<file path="src/rtl/forward_hazard_unit.sv">
// rtl/forward_hazard_unit.sv - operand forwarding selects and load-use stall control
module forward_hazard_unit #(
    parameter int REG_W      = 5,
    parameter int LOAD_STALL = 1,
    parameter int WB_BYPASS  = 1,
    parameter int PERF_W     = 16
) (
    input  logic              clk,
    input  logic              rst_n,
    input  logic              id_valid,
    input  logic [REG_W-1:0]  id_rs,
    input  logic [REG_W-1:0]  id_rt,
    input  logic              id_uses_rt,
    input  logic [REG_W-1:0]  ex_rs,
    input  logic [REG_W-1:0]  ex_rt,
    input  logic [REG_W-1:0]  ex_rd,
    input  logic              ex_regwrite,
    input  logic              ex_memread,
    input  logic [REG_W-1:0]  mem_rd,
    input  logic              mem_regwrite,
    input  logic [REG_W-1:0]  wb_rd,
    input  logic              wb_regwrite,
    input  logic              flush,
    output logic [1:0]        fwd_a,
    output logic [1:0]        fwd_b,
    output logic              stall,
    output logic              bubble,
    output logic [PERF_W-1:0] stall_cycles,
    output logic              busy
);

    typedef enum logic {
        IDLE  = 1'b0,
        STALL = 1'b1
    } state_t;

    localparam logic [3:0] RELOAD = 4'(LOAD_STALL - 1);
    localparam logic       BYPASS_EN = (WB_BYPASS != 0);

    state_t           state, state_nxt;
    logic [3:0]       cnt, cnt_nxt;
    logic [REG_W-1:0] ret_rd;
    logic             ret_we;
    logic             hazard;
    logic             stall_raw;

    // Strict priority: youngest producer wins; register 0 is hardwired and never forwards.
    function automatic logic [1:0] fwd_sel(
        input logic [REG_W-1:0] src,
        input logic [REG_W-1:0] m_rd,
        input logic             m_we,
        input logic [REG_W-1:0] w_rd,
        input logic             w_we,
        input logic [REG_W-1:0] r_rd,
        input logic             r_we
    );
        logic [1:0] sel;
        sel = 2'b00;
        if (src != '0) begin
            if (m_we && (m_rd == src))
                sel = 2'b10;
            else if (w_we && (w_rd == src))
                sel = 2'b01;
            else if (BYPASS_EN && r_we && (r_rd == src))
                sel = 2'b11;
        end
        return sel;
    endfunction

    always_comb begin
        fwd_a = fwd_sel(ex_rs, mem_rd, mem_regwrite, wb_rd, wb_regwrite, ret_rd, ret_we);
        fwd_b = fwd_sel(ex_rt, mem_rd, mem_regwrite, wb_rd, wb_regwrite, ret_rd, ret_we);
    end

    always_comb begin
        hazard = id_valid && ex_memread && ex_regwrite && (ex_rd != '0) &&
                 ((ex_rd == id_rs) || (id_uses_rt && (ex_rd == id_rt)));
    end

    always_comb begin
        state_nxt = state;
        cnt_nxt   = cnt;
        stall_raw = 1'b0;
        case (state)
            IDLE: begin
                if (hazard) begin
                    stall_raw = 1'b1;
                    if (LOAD_STALL > 1) begin
                        state_nxt = STALL;
                        cnt_nxt   = RELOAD;
                    end
                end
            end
            STALL: begin
                // New hazards are not evaluated here, so cnt is never reloaded mid-stall.
                stall_raw = 1'b1;
                cnt_nxt   = cnt - 4'd1;
                if (cnt == 4'd1)
                    state_nxt = IDLE;
            end
            default: begin
                state_nxt = IDLE;
                cnt_nxt   = 4'd0;
            end
        endcase
        if (flush) begin
            stall_raw = 1'b0;
            state_nxt = IDLE;
            cnt_nxt   = 4'd0;
        end
    end

    assign stall  = stall_raw & rst_n;
    assign bubble = stall_raw & rst_n;
    assign busy   = (state == STALL);

    always_ff @(posedge clk or negedge rst_n) begin
        if (!rst_n) begin
            state  <= IDLE;
            cnt    <= 4'd0;
            ret_rd <= '0;
            ret_we <= 1'b0;
        end else begin
            state  <= state_nxt;
            cnt    <= cnt_nxt;
            ret_rd <= wb_rd;
            ret_we <= wb_regwrite;
        end
    end

    always_ff @(posedge clk or negedge rst_n) begin
        if (!rst_n)
            stall_cycles <= '0;
        else if (stall && (stall_cycles != '1))
            stall_cycles <= stall_cycles + PERF_W'(1);
    end

endmodule

</file>
<file path="config.mk">
export PLATFORM = sky130hd
export DESIGN_NAME = forward_hazard_unit
export DESIGN_NICKNAME = d
export VERILOG_FILES = /design/src/rtl/forward_hazard_unit.sv
export SDC_FILE = /design/constraint.sdc
export NUM_CORES = 1
export LEC_CHECK = 0
export ABC_CLOCK_PERIOD_IN_PS = 3100
export BUFFER_PORTS_ARGS = -buffer_cell sky130_fd_sc_hd__buf_2
export CAP_MARGIN = 20
export CORE_ASPECT_RATIO = 2
export CORE_MARGIN = 2
export CORE_UTILIZATION = 29
export CTS_CLUSTER_SIZE = 10
export DETAILED_ROUTE_END_ITERATION = 7
export RECOVER_POWER = 25
export SYNTH_ARGS = -nofsm -noshare
export SYNTH_HDL_FRONTEND = slang
export SYNTH_SLANG_ARGS = --single-unit
</file>
<file path="constraint.sdc">
create_clock -name clk -period 3.1 [get_ports clk]
set_clock_uncertainty 0.1 [all_clocks]
set_input_delay 0.62 -clock clk [delete_from_list [all_inputs] [get_ports clk]]
set_output_delay 0.62 -clock clk [all_outputs]
set_load 0.02 [all_outputs]
</file>
==> results of run 1 <==
## registers in the layout, indices dropped and copies added (netlist names)
name	count
stall_cycles	16
busy	1
ret_rd	5
cnt	4
ret_we	1
## cell families after synthesis
logic type               after synthesis
adder cells (fa/ha/maj)                3
buffers and inverters                  7
AO/OA/AOI/OAI                         11
AND/OR/NAND/NOR                       69
flip-flops                            27
multiplexers                           2
XOR/XNOR                              57
## metrics by stage
stage	cells	hold slack (ns)	util [%]	worst slack [ns]
3_5_place_dp	304	0.390	36.3	0.427
5_1_grt	308	0.422	37.5	0.339
6_report	308	0.398	37.5	0.442
4_1_cts	308	0.277	37.6	0.425
2_1_floorplan	176	0.224	-	0.586
3_3_place_gp	304	0.388	36.3	0.516
## power groups by stage
stage	sequential [mW]	clock, mW	combinational, mW
2_1_floorplan	0.405	0	0.0652
3_3_place_gp	0.393	0	0.155
3_5_place_dp	0.393	0	0.159
4_1_cts	0.387	0.296	0.160
5_1_grt	0.390	0.310	0.171
6_report	0.387	0.286	0.155
## worst max-delay path by stage
stage	from	endpoint	slack, ns	cells after the start
final	ex_rt[2]	fwd_b[0]	0.44	7
after floorplan	ex_rd[4]	stall	0.59	6
after detailed placement	ex_rt[3]	fwd_b[0]	0.43	7
after global placement	ex_rd[1]	bubble	0.52	6
after global routing	wb_rd[1]	fwd_a[0]	0.34	6
after CTS	ex_rt[3]	fwd_b[0]	0.43	7
## layout make-up
class | instances | area, um2 | area share [%]
clock buffer | 3 | 75.1 | 3.39
multi-input combinational | 142 | 1030 | 46.7
clock inverter | 1 | 5.00 | 0.226
sequential | 27 | 676 | 30.5
timing repair buffer | 67 | 327 | 14.8
inverter | 5 | 18.8 | 0.848
tap | 63 | 78.8 | 3.56
## metal layers
metal	part of all wire, %	global-route usage [%]
met5	0	0
met4	0.89	3.48
met3	7.0	2.38
met2	50	21.9
met1	42	15.4
## worst register-to-register path: stages, from the launching register on
cell and delay [ns]:
dfrtp_1 0.43, ha_1 0.23, nand3_1 0.17, nor3_1 0.10, a221oi_2 0.29, nand2_2 0.27
nor3_1 0.29, xor2_1 0.16
## cell usage in the layout (no fill, tap or decap), drive strengths merged
master / instances
a211oi: 2
o21a: 1
nand2: 11
xnor2: 21
and4: 2
clkbuf: 10
nand2b: 2
a31oi: 2
mux2: 2
nor2: 15
nor3: 10
clkinv: 1
nor4: 8
and3: 6
xor2: 36
nand4: 1
nand3: 11
a21oi: 2
ha: 3
inv: 5
dfrtp: 27
o2111ai: 1
o22a: 1
buf: 60
or4: 3
a221oi: 1
o221ai: 1
==> summary.md, run 1 <==
| Metric | Value |
|---|---|
| Status | `finished with violations` |
| Violated checks | `design-rule violations` |
| Setup TNS | `0 ns` |
| Syn avg cell area | `9.94 um2` |
| Detailed-route wire length per cell | `13.2 um` |
| Final Cell Area | `2210 um2` |
| Synth async-reset ratio | `100%` |
| I/O Pins | `67` |
| Max-slew headroom | `4.17%` |
| Clock network power share | `34.5%` |
| Worst setup EP type | `output port` |
| Crit Reg-Reg Endpoint | `stall_cycles[14]$_DFFE_PN0P_` |
| Layout area overhead | `26.5%` |
| CTS tree | `built` |
| P_int | `0.611 mW` |
| Die Wd | `58.9 um` |
| Most numerous cell in the Yosys netlist | `xor2_1` |
| Sink Count | `27` |
| Routed Antenna Nets | `0` |
| CTS root buf | `clkbuf_16` |
| CTS buffer count | `3` |
| Count of final setup violators | `0` |
| List of most frequent post-synthesis cells | `xor2_1 (36), dfrtp_1 (27), xnor2_1 (21)` |
| CP Max Fanout | `4` |
| Drt pass-1 iters | `6` |
| Fmax | `376 MHz` |
| Worst-path clk slew | `0.06 ns` |
| Worst path bufs/invs | `2` |
| Netlist cell types | `32` |
| Mapped Area | `1750 um2` |
| Gate power share | `18.7%` |
| Initial antenna violation count | `0` |
| Flops & latches, synth | `27` |
| Hold path cells | `1` |
| Hold Crit Endpoint | `stall_cycles[15]$_DFFE_PN0P_` |
| Reg2Reg Setup Slack | `0.98 ns` |
| Largest net degree at the start of global routing | `28` |
| Yosys warnings | `0` |
| Sw Ratio | `26.2%` |
| FP Rows | `40` |
| Post-Synthesis Net Count | `223` |
| Placed Area | `2140 um2` |
| Cells along the critical path | `buf_2 -> xor2_1 -> nor4_1 -> and3_1 -> a31oi_1 -> nor3_1 -> buf_2` |
| Hold Startpoint | `stall_cycles[15]$_DFFE_PN0P_` |
| Hold_buf cts | `0` |
| Worst-skew pair later-pin latency | `0.26 ns` |
| First-pass GRT wire length | `6860 um` |
| Min-Delay Path Class | `reg -> reg` |
| Post-synthesis adder-cell area fraction | `2.15%` |
| GRT overflow | `0` |
| CP most frequent cell | `buf_2` |
| Core Area | `5910 um2` |
| Post-synth EDFFs | `0` |
| Dpl hpwl | `3340 um` |
| Register area share after synthesis | `38.6%` |
| Final hold vios | `0` |
| Pwr dens | `374 nW/um2` |
| Crit-path max cell delay | `0.35 ns` |
| Element type at the critical path start | `primary input` |
| Post-CTS setup buffers | `0` |
| P_leak | `1.04 nW` |
| Initial drt markers | `55` |
| Die area | `6710 um2` |
| H-tree levels | `1` |
| CP top delay family | `simple AND/OR/NAND/NOR gates` |
| DR DRC count | `9` |
| Mux share of post-synthesis cell area | `1.50%` |
| Initial Util | `29.6%` |
| Register share of total power | `46.7%` |
| FF-to-FF path depth | `7` |
| Overall routed net length | `4060 um` |
| Worst Path Arrival | `1.94 ns` |
| PortBufs | `66` |
| Synth top area cells | `dfrtp_1 (39%), xor2_1 (18%), xnor2_1 (11%)` |
| # fillers | `610` |
| Post-synth top flop | `dfrtp_1` |
| DR vias/cell | `4.92` |
| Largest family of logic cells by synthesized area | `XOR/XNOR gates` |
| Pins Over Slew Limit | `0` |
| Vias in the first global route | `1598` |
| Number of diodes | `0` |
| Pwr Total | `0.827 mW` |
| Setup Crit Path Kind | `in -> out` |
| Area share of the largest cell type after synthesis | `38.6%` |
| Post-route minimum period | `2.66 ns` |
| Sw power | `0.217 mW` |
| Reg-to-reg startpoint | `stall_cycles[0]$_DFFE_PN0P_` |
| GP Congestion | `0.781` |
| RSZ-0062 raised after global routing | `no` |
| Layout cell share with drive strength beyond 1 | `30.6%` |
| Nets | `293` |
| Required time of the worst setup path | `2.38 ns` |
| Synth Area in Simple Gates | `21.5%` |
| Max Cap Violations | `0` |
| Crit-path slowest cell | `nor4_1` |
| Syn Inst Count | `176` |
| XOR/XNOR Fraction of Synth Area | `28.5%` |
| Synth area leader | `dfrtp_1` |
| Total track usage | `12.6%` |
| Vias | `1515` |
| Fin crit share | `85.7%` |
| Die span in y | `114 um` |
| Compound-Gate Fraction of Synth Area | `5.29%` |
| Peak supply drop | `0.162 mV` |
| Maximum clock path buffer count | `2` |
| CTS-repair resized insts | `0` |
| Worst-Margin Slew | `1.44 ns` |
Power figures use the tool's default switching activity.
==> run 2, diff against run 1 <==
--- a/config.mk
+++ b/config.mk
@@ -5,7 +5,7 @@
 export SDC_FILE = /design/constraint.sdc
 export NUM_CORES = 1
 export LEC_CHECK = 0
-export ABC_CLOCK_PERIOD_IN_PS = 3100
+export ABC_CLOCK_PERIOD_IN_PS = 2700
 export BUFFER_PORTS_ARGS = -buffer_cell sky130_fd_sc_hd__buf_2
 export CAP_MARGIN = 20
 export CORE_ASPECT_RATIO = 2
==> constraint.sdc (replaced) <==
create_clock -name clk -period 2.7 [get_ports clk]
set_clock_uncertainty 0.1 [all_clocks]
set_input_delay 0.54 -clock clk [delete_from_list [all_inputs] [get_ports clk]]
set_output_delay 0.54 -clock clk [all_outputs]
set_load 0.02 [all_outputs]
==> run 2 against run 1 <==
Effect of this change: the flow still finishes with violations (design-rule violations); via count up 0.53%; worst hold slack worse by 0.044 ns; critical endpoint unchanged; utilization about the same; critical path depth down 1; cell area about the same; register-to-register slack worse by 0.43 ns; sequential power up 15%; count of clock-buffer cells in the layout unchanged; sequential share of layout area about the same.
==> summary.md, run 2 (synthesis gave the netlist of run 1 again) <==
| Metric | Value |
|---|---|
| Worst setup EP type | `output port` |
| Placed Cells incl. Taps | `304 (unchanged)` |
| PnR worst setup slack | `0.230 ns (-0.212 ns)` |
| Worst-skew pair later-pin latency | `0.26 ns (about the same)` |
| CTS root buf | `clkbuf_16` |
| Setup TNS | `0 ns (unchanged)` |
| Violated checks | `design-rule violations` |
| CP top delay family | `simple AND/OR/NAND/NOR gates` |
| Final hold vios | `0 (unchanged)` |
| DR vias/cell | `4.94 (+0.53%)` |
| M1 WL | `1720 um (+1.7%)` |
| Peak supply drop | `0.270 mV (+67%)` |
| Area of the multi-input gates | `1030 um2 (unchanged)` |
| Crit-path slowest cell | `nor4_1` |
| Required time of the worst setup path | `2.06 ns (-0.32 ns)` |
| Max-slew headroom | `4.18% (+0.010 points)` |
| Post-route minimum period | `2.47 ns` |
| Setup Crit Path Kind | `in -> out` |
| Final Cell Area | `2210 um2 (about the same)` |
| DR WL met3 | `299 um (+5.7%)` |
| Pwr dens | `431 nW/um2 (+15%)` |
| Worst-path clk slew | `0.06 ns (about the same)` |
| Met2 WL | `2060 um (+0.73%)` |
| Worst Setup SP | `wb_rd[2]` |
| Total track usage | `12.8% (+0.25 points)` |
| Top Registers | `stall_cycles: 16 flops, ret_rd: 5 flops, cnt: 4 flops` |
| GRT overflow | `0 (unchanged)` |
| Largest net degree at the start of global routing | `28 (unchanged)` |
| Fin cells | `308 (unchanged)` |
| Reg-to-reg startpoint | `stall_cycles[0]$_DFFE_PN0P_` |
| Worst Path Arrival | `1.83 ns (-0.11 ns)` |
| Max reg flops | `16 (unchanged)` |
| Status | `finished with violations` |
| # fillers | `602 (-1.3%)` |
| Top Metal Used | `met4` |
| CP Max Fanout | `3 (-1)` |
| Maximum clock path buffer count | `2 (unchanged)` |
| Fmax | `405 MHz` |
| Routed Antenna Nets | `0 (unchanged)` |
| CTS tree | `built` |
| Hold Startpoint | `wb_rd[3]` |
| CTS-repair resized insts | `0 (unchanged)` |
| Worst-Margin Slew | `1.44 ns (-0.000151 ns)` |
| Die Wd | `58.9 um (unchanged)` |
| GP Congestion | `0.774 (-0.92%)` |
| Initial drt markers | `33 (-40%)` |
| Max Cap Violations | `0 (unchanged)` |
| Initial antenna violation count | `0 (unchanged)` |
| Element type at the critical path start | `primary input` |
| FF/Latch Area | `676 um2 (unchanged)` |
| Vias in the first global route | `1558 (-2.5%)` |
| Cells along the critical path | `clkbuf_1 -> xor2_1 -> nor4_1 -> a31oi_1 -> nor3_1 -> buf_2` |
| Fin crit share | `91.5%` |
| Core Area | `5910 um2 (unchanged)` |
| H-tree levels | `1 (unchanged)` |
| Vias | `1523 (+0.53%)` |
| First-pass GRT wire length | `6940 um (+1.2%)` |
| Most frequent cells in the layout | `buf_2 (61), xor2_1 (36), dfrtp_1 (27)` |
| P_leak | `1.04 nW (+0.27%)` |
| DR DRC count | `9 (unchanged)` |
| Detailed-route wire length per cell | `13.4 um (+1.7%)` |
| Min-Delay Path Class | `in -> reg` |
| Die span in y | `114 um (unchanged)` |
| Post-CTS setup buffers | `0 (unchanged)` |
| PortBufs | `66 (unchanged)` |
| I/O Pins | `67 (unchanged)` |
| RSZ-0062 raised after global routing | `no` |
| Largest register by flop count | `stall_cycles` |
| Crit-path max cell delay | `0.45 ns (+0.10 ns)` |
| Number of diodes | `0 (unchanged)` |
| Die area | `6710 um2 (unchanged)` |
| Sink Count | `27 (unchanged)` |
| Layout cell share with drive strength beyond 1 | `31.0% (+0.41 points)` |
| Most common cell after layout, fill and taps aside | `buf_2` |
| Nets | `293 (unchanged)` |
| Initial Util | `29.6% (unchanged)` |
| Layout area overhead | `26.5% (about the same)` |
| Placed Area | `2140 um2 (unchanged)` |
| Drt pass-1 iters | `6 (unchanged)` |
| Dpl ws | `0.226 ns (-0.201 ns)` |
| Overall routed net length | `4130 um (+1.7%)` |
| Pins Over Slew Limit | `0 (unchanged)` |
| Worst path bufs/invs | `2 (unchanged)` |
| Count of final setup violators | `0 (unchanged)` |
| Dpl hpwl | `3390 um (+1.5%)` |
| Hold_buf cts | `0 (unchanged)` |
| FP Rows | `40 (unchanged)` |
| CTS buffer count | `3 (unchanged)` |
## run 2: cell type report
cell class	count	area share, %
flip-flops and latches	27	30.5
well taps	63	3.56
clock inverters	1	0.226
multi-input cells	142	46.6
inverters	5	0.848
clock buffers	3	3.39
repair buffers	67	14.8
## run 2: power breakdown
| part | internal [mW] | switching [mW] |
|---|---|---|
| clock network | 0.200 | 0.132 |
| logic | 0.0794 | 0.0983 |
| registers | 0.423 | 0.0219 |
| total | 0.702 | 0.252 |
## run 2: routing by layer
layer	vias up	global-route usage [%]
li1	746	-
met5	-	0
met4	0	3.79
met3	5	2.38
met2	52	22.1
met1	720	15.8
## run 2: through the flow
stage / power [mW] / util (%) / hold slack [ns]
after floorplan: 0.540 / - / 0.144
after global placement: 0.629 / 36.3 / 0.388
after detailed placement: 0.635 / 36.3 / 0.385
after CTS: 0.973 / 37.6 / 0.192
after global routing: 1.00 / 37.5 / 0.362
final: 0.954 / 37.5 / 0.354
## run 2: final timing paths
path                                                end  slack, ns  depth (start not counted)
setup / recovery                               fwd_b[0]       0.23                          6
max in group asynchronous  stall_cycles[10]$_DFFE_PN0P_       1.05                          2
min in group asynchronous            cnt[3]$_DFFE_PN0P_       0.61                          2
hold / removal                      ret_rd[3]$_DFF_PN0_       0.35                          1
setup reg to reg           stall_cycles[15]$_DFFE_PN0P_       0.55                          7
hold reg to reg            stall_cycles[15]$_DFFE_PN0P_       0.40                          1
